==> src/rtl/fir_pkg.sv <==
// fir_pkg: shared constants, types and helpers for the FIR filter and its
// output requantiser.
//   FIR_N      : FIR input sample width
//   FIR_OUT_W  : full-precision filter output width (2*FIR_N+4)
//   REQ_OUT_W  : requantised output width
//   REQ_SHIFT  : default post-rounding right shift (filter DC gain ~2^16)
//   fir_word_t : signed full-precision filter output word
//   sat_clip() : clamp a signed value to the range of a signed 'width'-bit word
package fir_pkg;

  localparam int FIR_N     = 17;
  localparam int FIR_OUT_W = 2 * FIR_N + 4;
  localparam int REQ_OUT_W = 16;
  localparam int REQ_SHIFT = 16;

  typedef logic signed [FIR_OUT_W-1:0] fir_word_t;

  // Values are carried at 64 bits so the helper serves any width up to 63.
  function automatic logic signed [63:0] sat_clip(input logic signed [63:0] value,
                                                  input int                 width);
    logic signed [63:0] hi;
    logic signed [63:0] lo;
    hi = (64'sd1 << (width - 1)) - 64'sd1;
    lo = -(64'sd1 << (width - 1));
    if (value > hi)      return hi;
    else if (value < lo) return lo;
    else                 return value;
  endfunction

endpackage

==> src/rtl/req_sync_fifo.sv <==
// req_sync_fifo: single-clock FIFO buffering requantised samples.
//   clk, rst  : clock, asynchronous active-high reset
//   push, din : write request and data (ignored when full without a pop)
//   ready     : consumer ready; a pop happens when ready && valid
//   dout      : head entry, forced to 0 while empty
//   valid     : FIFO non-empty
//   full      : level == DEPTH
//   level     : current occupancy
//   drop      : one-cycle pulse when a push was discarded
// A pop in the same cycle as a push into a full FIFO frees the slot first,
// so that push is accepted. There is no fall-through path from din to dout.
module req_sync_fifo #(
  parameter  int WIDTH = 16,
  parameter  int DEPTH = 4,
  localparam int PTR_W = $clog2(DEPTH),
  localparam int LVL_W = $clog2(DEPTH) + 1
) (
  input  logic             clk,
  input  logic             rst,
  input  logic             push,
  input  logic [WIDTH-1:0] din,
  input  logic             ready,
  output logic [WIDTH-1:0] dout,
  output logic             valid,
  output logic             full,
  output logic [LVL_W-1:0] level,
  output logic             drop
);

  logic [WIDTH-1:0] mem [DEPTH];
  logic [PTR_W-1:0] wr_ptr;
  logic [PTR_W-1:0] rd_ptr;
  logic             pop;
  logic             push_ok;

  assign valid   = (level != '0);
  assign full    = (level == LVL_W'(DEPTH));
  assign pop     = valid && ready;
  assign push_ok = push && (!full || pop);
  assign drop    = push && full && !pop;
  assign dout    = valid ? mem[rd_ptr] : '0;

  // NOTE: storage is deliberately left out of reset; the level counter and
  // the dout mux guarantee stale entries are never observed.
  always_ff @(posedge clk) begin
    if (push_ok) mem[wr_ptr] <= din;
  end

  // Pointers are PTR_W bits wide, so they wrap modulo DEPTH on their own.
  // NOTE: sequential state uses non-blocking assignments only, so every
  // register here samples pre-edge values regardless of statement order.
  always_ff @(posedge clk or posedge rst) begin
    if (rst) begin
      wr_ptr <= '0;
      rd_ptr <= '0;
      level  <= '0;
    end else begin
      if (push_ok) wr_ptr <= wr_ptr + 1'b1;
      if (pop)     rd_ptr <= rd_ptr + 1'b1;
      unique case ({push_ok, pop})
        2'b10:   level <= level + 1'b1;
        2'b01:   level <= level - 1'b1;
        default: level <= level;
      endcase
    end
  end

endmodule

==> src/rtl/fir_out_requant.sv <==
// fir_out_requant: rounds, saturates and optionally decimates the
// full-precision FIR output, then buffers it for a valid/ready consumer.
//   clk, rst    : clock, asynchronous active-high reset
//   in_valid    : in_data carries a new filter output
//   in_data     : signed filter output, IN_W = 2*N+4 bits
//   out_valid   : output FIFO non-empty
//   out_ready   : consumer takes out_data this cycle
//   out_data    : signed head of the FIFO (0 while empty)
//   sat_flag    : one-cycle pulse when a forwarded sample was clipped
//   drop_sticky : a forwarded sample met a full FIFO; cleared only by rst
//   fifo_level  : FIFO occupancy
//   sat_count   : saturating count of sat_flag pulses
// Pipeline: R (round) -> S (saturate/decimate) -> F (FIFO push). R and S
// never stall; a full FIFO drops samples instead of back-pressuring.
// Build option FIR_REQUANT_SAT_COUNT_EN: when defined, sat_count is a live
// counter; otherwise no counter is built and sat_count reads 0.
module fir_out_requant
  import fir_pkg::*;
#(
  parameter  int N          = FIR_N,
  parameter  int OUT_W      = REQ_OUT_W,
  parameter  int SHIFT      = REQ_SHIFT,
  parameter  int DECIM      = 1,
  parameter  int FIFO_DEPTH = 4,
  localparam int IN_W       = 2 * N + 4,
  localparam int LVL_W      = $clog2(FIFO_DEPTH) + 1
) (
  input  logic             clk,
  input  logic             rst,
  input  logic             in_valid,
  input  logic [IN_W-1:0]  in_data,
  output logic             out_valid,
  input  logic             out_ready,
  output logic [OUT_W-1:0] out_data,
  output logic             sat_flag,
  output logic             drop_sticky,
  output logic [LVL_W-1:0] fifo_level,
  output logic [15:0]      sat_count
);

  localparam int PH_W   = (DECIM > 1) ? $clog2(DECIM) : 1;
  localparam int RND_SH = (SHIFT > 0) ? SHIFT - 1 : 0;
  // Half an LSB of the shifted result; zero when no shift is applied.
  localparam logic signed [IN_W:0] RND =
    (SHIFT > 0) ? ({{IN_W{1'b0}}, 1'b1} << RND_SH) : '0;

  // ---------------- Stage R: round (one extra bit so +RND cannot wrap)
  logic signed [IN_W:0] in_ext;
  logic signed [IN_W:0] r_next;
  logic signed [IN_W:0] r_data;
  logic                 r_valid;

  assign in_ext = {in_data[IN_W-1], in_data};
  assign r_next = (in_ext + RND) >>> SHIFT;

  always_ff @(posedge clk or posedge rst) begin
    if (rst) begin
      r_valid <= 1'b0;
      r_data  <= '0;
    end else begin
      r_valid <= in_valid;
      if (in_valid) r_data <= r_next;
    end
  end

  // ---------------- Stage S: saturate and decimate
  logic signed [63:0] r_wide;
  logic signed [63:0] clipped;
  logic               clip_hit;
  logic [PH_W-1:0]    phase;
  logic [PH_W-1:0]    phase_next;
  logic               s_valid;
  logic               s_sat;
  logic [OUT_W-1:0]   s_data;

  assign r_wide     = 64'(r_data);
  assign clipped    = sat_clip(r_wide, OUT_W);
  assign clip_hit   = (clipped != r_wide);
  assign phase_next = (phase == PH_W'(DECIM - 1)) ? '0 : phase + 1'b1;

  // Discarded phases leave s_valid and s_sat low, so they never reach the
  // FIFO, sat_flag or sat_count.
  always_ff @(posedge clk or posedge rst) begin
    if (rst) begin
      phase   <= '0;
      s_valid <= 1'b0;
      s_sat   <= 1'b0;
      s_data  <= '0;
    end else begin
      s_valid <= 1'b0;
      s_sat   <= 1'b0;
      if (r_valid) begin
        phase <= phase_next;
        if (phase == '0) begin
          s_valid <= 1'b1;
          s_sat   <= clip_hit;
          s_data  <= clipped[OUT_W-1:0];
        end
      end
    end
  end

  // sat_flag is the registered clip bit and coincides with the push attempt.
  assign sat_flag = s_sat;

  // ---------------- Stage F: output FIFO
  logic fifo_drop;
  logic fifo_full;

  req_sync_fifo #(
    .WIDTH (OUT_W),
    .DEPTH (FIFO_DEPTH)
  ) u_fifo (
    .clk   (clk),
    .rst   (rst),
    .push  (s_valid),
    .din   (s_data),
    .ready (out_ready),
    .dout  (out_data),
    .valid (out_valid),
    .full  (fifo_full),
    .level (fifo_level),
    .drop  (fifo_drop)
  );

  always_ff @(posedge clk or posedge rst) begin
    if (rst)            drop_sticky <= 1'b0;
    else if (fifo_drop) drop_sticky <= 1'b1;
  end

`ifdef FIR_REQUANT_SAT_COUNT_EN
  always_ff @(posedge clk or posedge rst) begin
    if (rst)                                sat_count <= '0;
    else if (sat_flag && sat_count != '1)   sat_count <= sat_count + 1'b1;
  end
`else
  assign sat_count = '0;
`endif

endmodule

==> config.mk <==
export PLATFORM = sky130hd
export DESIGN_NAME = fir_out_requant
export DESIGN_NICKNAME = d
export VERILOG_FILES = /design/src/rtl/fir_pkg.sv /design/src/rtl/req_sync_fifo.sv /design/src/rtl/fir_out_requant.sv
export SDC_FILE = /design/constraint.sdc
export NUM_CORES = 1
export LEC_CHECK = 0
export BUFFER_PORTS_ARGS = -buffer_cell sky130_fd_sc_hd__buf_2
export CORE_ASPECT_RATIO = 1.5
export CORE_MARGIN = 2
export CORE_UTILIZATION = 53
export CTS_BUF_LIST = sky130_fd_sc_hd__clkbuf_8
export CTS_CLUSTER_DIAMETER = 80
export DETAILED_ROUTE_END_ITERATION = 8
export GPL_ROUTABILITY_DRIVEN = 0
export PLACE_DENSITY = 0.78
export SLEW_MARGIN = 20
export SYNTH_ARGS = -nofsm -noshare
export SYNTH_HDL_FRONTEND = slang
export SYNTH_SLANG_ARGS = --single-unit
==> constraint.sdc <==
create_clock -name clk -period 2.1 [get_ports clk]
set_clock_uncertainty 0.05 [all_clocks]
set_input_delay 0.21 -clock clk [delete_from_list [all_inputs] [get_ports clk]]
set_output_delay 0.21 -clock clk [all_outputs]
set_load 0.005 [all_outputs]
==> results of run 1 <==
## state kept, by name, indices dropped and copies added, names as in the netlist
register       flops
drop_sticky        1
r_data            23
r_valid            1
s_data            16
s_valid            1
sat_flag           1
u_fifo.level       3
u_fifo.mem        64
u_fifo.rd_ptr      2
u_fifo.wr_ptr      2
## final timing paths
| path | endpoint | from | slack [ns] | cells past startpoint |
|---|---|---|---|---|
| max | out_data[8] | u_fifo.rd_ptr[0] | 0.04 | 4 |
| min | r_data[18] | in_data[34] | 0.05 | 3 |
| max reg2reg | u_fifo.level[2] | u_fifo.level[0] | 0.05 | 8 |
| min reg2reg | drop_sticky | drop_sticky | 0.40 | 1 |
| max in group asynchronous | s_data[3] | rst | 1.16 | 4 |
| min in group asynchronous | u_fifo.level[1] | rst | 0.28 | 3 |
## worst register-to-register path: cells and delay by family (launching register included)
| family | cells | cell delay (ns) |
|---|---|---|
| fa+ha+maj | 2 | 0.37 |
| buf+inv | 1 | 0.08 |
| flops | 1 | 0.45 |
| simple gates | 3 | 0.67 |
| xor+xnor | 2 | 0.32 |
## through the flow
stage / setup TNS, ns / instances
final: 0 / 595
after global routing: -0.2468 / 595
after CTS: -0.003618 / 592
after detailed placement: 0 / 559
after global placement: 0 / 559
after floorplan: 0 / 413
## metal layers
metal / track usage (%) / share of wire, % / vias up / wire length, um
met5: 0 / 0 / - / 0
met1: 20.02 / 38 / 1574 / 3542
met4: 7.283 / 1.5 / 0 / 142
met3: 5.765 / 3.4 / 12 / 319
met2: 33.30 / 57 / 68 / 5254
li1: - / - / 1570 / -
## cells in the final DEF (no fill, tap or decap), drive strengths merged, types with 8 or more instances in the layout
master	synthesis	final
nand4	10	10
nand2b	15	15
nor2	35	35
xnor2	8	8
nor4	8	8
conb	1	16
inv	16	18
mux4	16	16
and2	22	22
nand2	14	14
clkbuf	11	18
dfrtp	50	50
xor2	9	9
buf	21	65
a21oi	28	28
edfxtp	64	64
## logic make-up after synthesis
family,after synthesis,share of synthesized area (%)
AOI/OAI and AO/OA,52,5.872
xor gates and xnor gates,17,2.888
adders and majority gates,8,2.087
buffers and inverters,48,4.732
DFF,114,61.54
muxes,20,7.789
other,1,0.07273
and+or+nand+nor,138,15.02
## area by class of cell
type,instances,area (um2),area share (%)
sequential,114,3176,51.98
multi-input combinational,251,1839,30.10
timing repair buffer,67,459.2,7.516
clock buffer,17,234.0,3.830
clock inverter,15,197.7,3.236
tap,115,143.9,2.355
inverter,16,60.06,0.9830
## repair_timing
action,in CTS,in global routing
hold endpoints to repair,18,0
setup endpoints to repair,3,82
setup buffers,0,2
gates resized for setup,1,19
hold buffers,1,0
pin swaps,3,4
gates cloned,0,1
## power by group
| part | internal [W] | total (W) | switching, W | leakage (nW) |
|---|---|---|---|---|
| clock | 0.00138 | 0.00218 | 0.000794 | 0.226 |
| sequential | 0.00284 | 0.00307 | 0.000233 | 1.12 |
| combinational | 0.00117 | 0.00208 | 0.000909 | 1.01 |
==> impl_metrics.json, run 1 <==
{
  "status": "complete, no violations",
  "synth.most_common_cell": "edfxtp_1",
  "path_clk_slew_ns": 0.06,
  "ant_nets": 0,
  "worstHoldPathType": "in2reg",
  "num-fill-cells": 753,
  "dpl.hpwl_um": 6408,
  "layout.nets": 517,
  "synthArstFlopShare_pct": 43.86,
  "synth_top_area_share_pct": 37.27,
  "grtUsageTotal_pct": 18.55,
  "worst_setup_path_start_kind": "flip-flop",
  "synth_seq_cells": 114,
  "grt_overflow": 0,
  "start_util_pct": 53.83,
  "fin_hold_ws_ns": 0.04709,
  "path_max_fanout": 9,
  "grt_max_degree": 31,
  "setup_viol": 0,
  "critical_path.endpoint_type": "output port",
  "antenna_found_initial": 0,
  "crit_buf_inv": 2,
  "vias": 3224,
  "drive_gt1_share_pct": 27.08,
  "cp.arrival_ns": 1.80,
  "powerDensity_nw_per_um2": 1199,
  "ys_top_cells_by_area": "edfxtp_1 (37%), dfrtp_1 (24%), mux4_2 (7.0%)",
  "portBuffers": 48,
  "fin_crit_sh_pct": 98.11,
  "min_period_ns": 2.060,
  "fp.dieH_um": 124.8,
  "critPathTopFamily": "multiplexers",
  "ir_drop_mv": 0.8641,
  "critical_path_class": "reg2out",
  "synth_edf_count": 64,
  "antenna_cells": 0,
  "path_cells": "buf_12 -> mux4_2 -> and2_4 -> buf_6",
  "grt_pass1_vias": 3246,
  "max_stage_delay_ns": 0.53,
  "area_growth_syn_to_layout_pct": 18.49,
  "clockBufferDepth": 2,
  "slew_violations": 0,
  "cts-root-buf": "clkbuf_8",
  "power_w": 0.007325,
  "synth_common_cells": "edfxtp_1 (64), dfrtp_1 (50), nor2_1 (35)",
  "max_clock_freq_ghz": 0.4854,
  "setup_slack_ns": 0.03971,
  "num_io_pins": 80,
  "hold_viol_final": 0,
  "cts_tree": "yes",
  "syn_area_per_cell_um2": 12.96,
  "detail_route.first_pass.iterations": 4,
  "synth_cell_types": 46,
  "drt-initial-drc-count": 117,
  "p_leak_nw": 2.356,
  "yosysSeqAreaShare_pct": 61.54,
  "worst_pin_slew_ns": 0.8045,
  "die_x_um": 84.54,
  "utilization_pct": 63.78,
  "synth_top_cell_by_area": "edfxtp_1",
  "drc": 0,
  "syn-cell-area_um2": 5156,
  "ys.warnings.count": 0,
  "grt_pass1_wl_um": 15180,
  "worstPathRequired_ns": 1.84,
  "num_rows": 44,
  "synth-main-ff-cell": "edfxtp_1",
  "routedWlPerCell_um": 15.56,
  "cts_buffers": 17,
  "cts_num_sinks": 114,
  "post_dp_cell_area_um2": 5557,
  "vias_per_cell": 5.418,
  "maxCapViolCount": 0,
  "finalWirelength_um": 9259,
  "cp_slowest_cell": "mux4_2",
  "synth_cells": 398,
  "core_um2": 9579,
  "fin_area_um2": 6110,
  "place_ws_ns": 0.006990,
  "insertion_delay_ns": 0.42,
  "grt_setup_unrepaired": "true",
  "slew_headroom_pct": 46.37,
  "die_area_um2": 10550,
  "htreeDepth": 4
}
Power figures use the tool's default switching activity.
==> run 2, diff against run 1 <==
ABC_AREA = 1   (was default)
==> impl_metrics.json, run 2 <==
{
  "r2r-end": "u_fifo.level[2]",
  "crit_start": "u_fifo.rd_ptr[0]",
  "core_um2": 10020,
  "p_leak_nw": 2.552,
  "die_area_um2": 10990,
  "num_rows": 45,
  "worstPathRequired_ns": 1.84,
  "vias_per_cell": 5.250,
  "reg2reg_depth": 9,
  "critical_path.endpoint_type": "output port",
  "dpl.hpwl_um": 7071,
  "num-fill-cells": 801,
  "detail_route.first_pass.iterations": 4,
  "drc": 0,
  "synth_top_cell_by_area": "edfxtp_1",
  "syn_area_per_cell_um2": 9.729,
  "crit_buf_inv": 2,
  "antenna_found_initial": 0,
  "synth.most_common_cell": "nor2_1",
  "grtUsageTotal_pct": 19.57,
  "cts_buffers": 17,
  "syn-cell-area_um2": 5380,
  "r2r_setup_slack_ns": 0.16,
  "synth_cells": 553,
  "r2r_start": "u_fifo.level[0]",
  "dp.cells": 706,
  "synth_common_cells": "nor2_1 (98), nand2_1 (81), edfxtp_1 (64)",
  "cts_tree": "yes",
  "drt-initial-drc-count": 222,
  "setup_viol": 0,
  "critical_path_class": "reg2out",
  "cp.arrival_ns": 1.74,
  "final_cells": 740,
  "finalWirelength_um": 10140,
  "antenna_cells": 0,
  "utilization_pct": 61.64,
  "maxCapViolCount": 0,
  "ys.warnings.count": 0,
  "top_regs": "u_fifo.mem x64, r_data x23, s_data x16",
  "ant_nets": 0,
  "grt_pass1_wl_um": 16480,
  "final_common_cell": "nor2_1",
  "fp.dieH_um": 127.4,
  "grt_setup_unrepaired": "true",
  "powerDensity_nw_per_um2": 1193,
  "path_depth": 6,
  "ys_top_cells_by_area": "edfxtp_1 (36%), dfrtp_1 (23%), nor2_1 (6.8%)",
  "synth_seq_cells": 114,
  "grt_overflow": 0,
  "ir_drop_mv": 0.4715,
  "path_clk_slew_ns": 0.06,
  "fin_tns_setup_ns": 0,
  "yosysSeqAreaShare_pct": 58.98,
  "worstHoldPathType": "in2reg",
  "mostFrequentLayoutCells": "nor2_1 (98), nand2_1 (80), edfxtp_1 (64)",
  "critPathMostFrequentCell": "nor2_1",
  "area_growth_syn_to_layout_pct": 14.81,
  "drive_gt1_share_pct": 17.17,
  "grt_max_degree": 51,
  "hold_viol_final": 0,
  "fin_crit_sh_pct": 95.15,
  "status": "complete, no violations",
  "clockBufferDepth": 2,
  "cts_num_sinks": 114,
  "vias": 3885,
  "slew_violations": 0,
  "start_util_pct": 53.68,
  "portBuffers": 48,
  "seqCellArea_um2": 3173,
  "routedWlPerCell_um": 13.71,
  "holdPathStages": 4,
  "htreeDepth": 4,
  "path_max_fanout": 32,
  "synth_top_area_share_pct": 35.72,
  "synth_cell_types": 34,
  "die_x_um": 86.27,
  "largest_register_ffs": 64,
  "insertion_delay_ns": 0.41,
  "power_w": 0.007370,
  "cp_slowest_cell": "dfrtp_1",
  "synth_edf_count": 64,
  "slew_headroom_pct": 45.55,
  "worst_setup_path_start_kind": "flip-flop",
  "layout.nets": 661,
  "cts-root-buf": "clkbuf_8",
  "synthArstFlopShare_pct": 43.86,
  "cp-endpoint": "out_data[10]",
  "max_stage_delay_ns": 0.48,
  "grt_pass1_vias": 3579,
  "synth-main-ff-cell": "edfxtp_1",
  "max_clock_freq_ghz": 0.5005,
  "worst_pin_slew_ns": 0.8167,
  "multi_input_area_um2": 1861,
  "path_cells": "buf_12 -> nor2_1 -> nor2_1 -> o21ai_0 -> a21oi_1 -> buf_2",
  "num_io_pins": 80,
  "min_period_ns": 1.998,
  "top_register": "u_fifo.mem",
  "critPathTopFamily": "flip-flops"
}
[run 2: logic make-up after synthesis]
kind of cell / Yosys count / synth area share (%)
XOR/XNOR: 14 / 2.279
AO/OA/AOI/OAI: 110 / 12.21
AND/OR/NAND/NOR: 219 / 16.88
flip-flops: 114 / 58.98
other: 1 / 0.06970
adder cells (fa/ha/maj): 8 / 2.000
buffers and inverters: 87 / 7.581
[run 2: worst reg2reg max path, cell delays in order (launching register included)]
cell and delay, ns:
dfrtp_1 0.40, inv_2 0.09, nand2_2 0.09, o31ai_4 0.20, ha_1 0.17, inv_1 0.07, fa_2 0.35, a21oi_1 0.14
o21ai_1 0.10, xor2_1 0.15
[run 2: where the power goes]
| part | internal (W) | total, W | leakage (nW) | switching (W) |
|---|---|---|---|---|
| Sequential | 0.00283 | 0.00305 | 1.14 | 0.000220 |
| Combinational | 0.000830 | 0.00212 | 1.19 | 0.00129 |
| Clock | 0.00140 | 0.00220 | 0.223 | 0.000791 |
[run 2: worst min path at each step]
stage                            from         end  slack [ns]
after CTS                    in_valid     r_valid        0.02
after floorplan              in_valid     r_valid        0.19
after global routing      in_data[17]   r_data[1]        0.04
after global placement            rst    sat_flag        0.35
after detailed placement          rst    sat_flag        0.36
final                     in_data[35]  r_data[19]        0.05
[run 2: timing repair]
| action | 4_1_cts | 5_1_grt |
|---|---|---|
| hold buffers | 2 | 0 |
| setup endpoints to repair | 1 | 6 |
| resized for setup | 1 | 7 |
| endpoints found under the hold margin | 51 | 0 |
| setup buffers | 0 | 1 |
[run 2: layout make-up]
type                    instances  area share (%)
flip-flops and latches        114           51.37
repair buffers                 62           5.874
inverters                      49           3.079
clock buffers                  21           4.679
well taps                     117           2.370
multi-input cells             367           30.12
clock inverters                10           2.512
[run 2: per-stage QoR]
| step | setup slack, ns | cell area [um2] | hold WS, ns |
|---|---|---|---|
| 3_5_place_dp | 0.005882 | 5694 | 0.3585 |
| 5_1_grt | -0.01012 | 6177 | 0.04051 |
| 3_3_place_gp | 0.09429 | 5694 | 0.3497 |
| 6_report | 0.1018 | 6177 | 0.05006 |
| 4_1_cts | 0.02716 | 6161 | 0.02474 |
| 2_1_floorplan | 0.01193 | 5436 | 0.1914 |
[run 2: routing by layer]
layer | global-route usage [%] | up-vias | share of wire [%]
li1 | - | 1925 | -
met3 | 4.780 | 15 | 4.7
met1 | 21.94 | 1826 | 39
met5 | 0 | - | 0
met4 | 9.375 | 0 | 2.1
met2 | 34.47 | 119 | 55
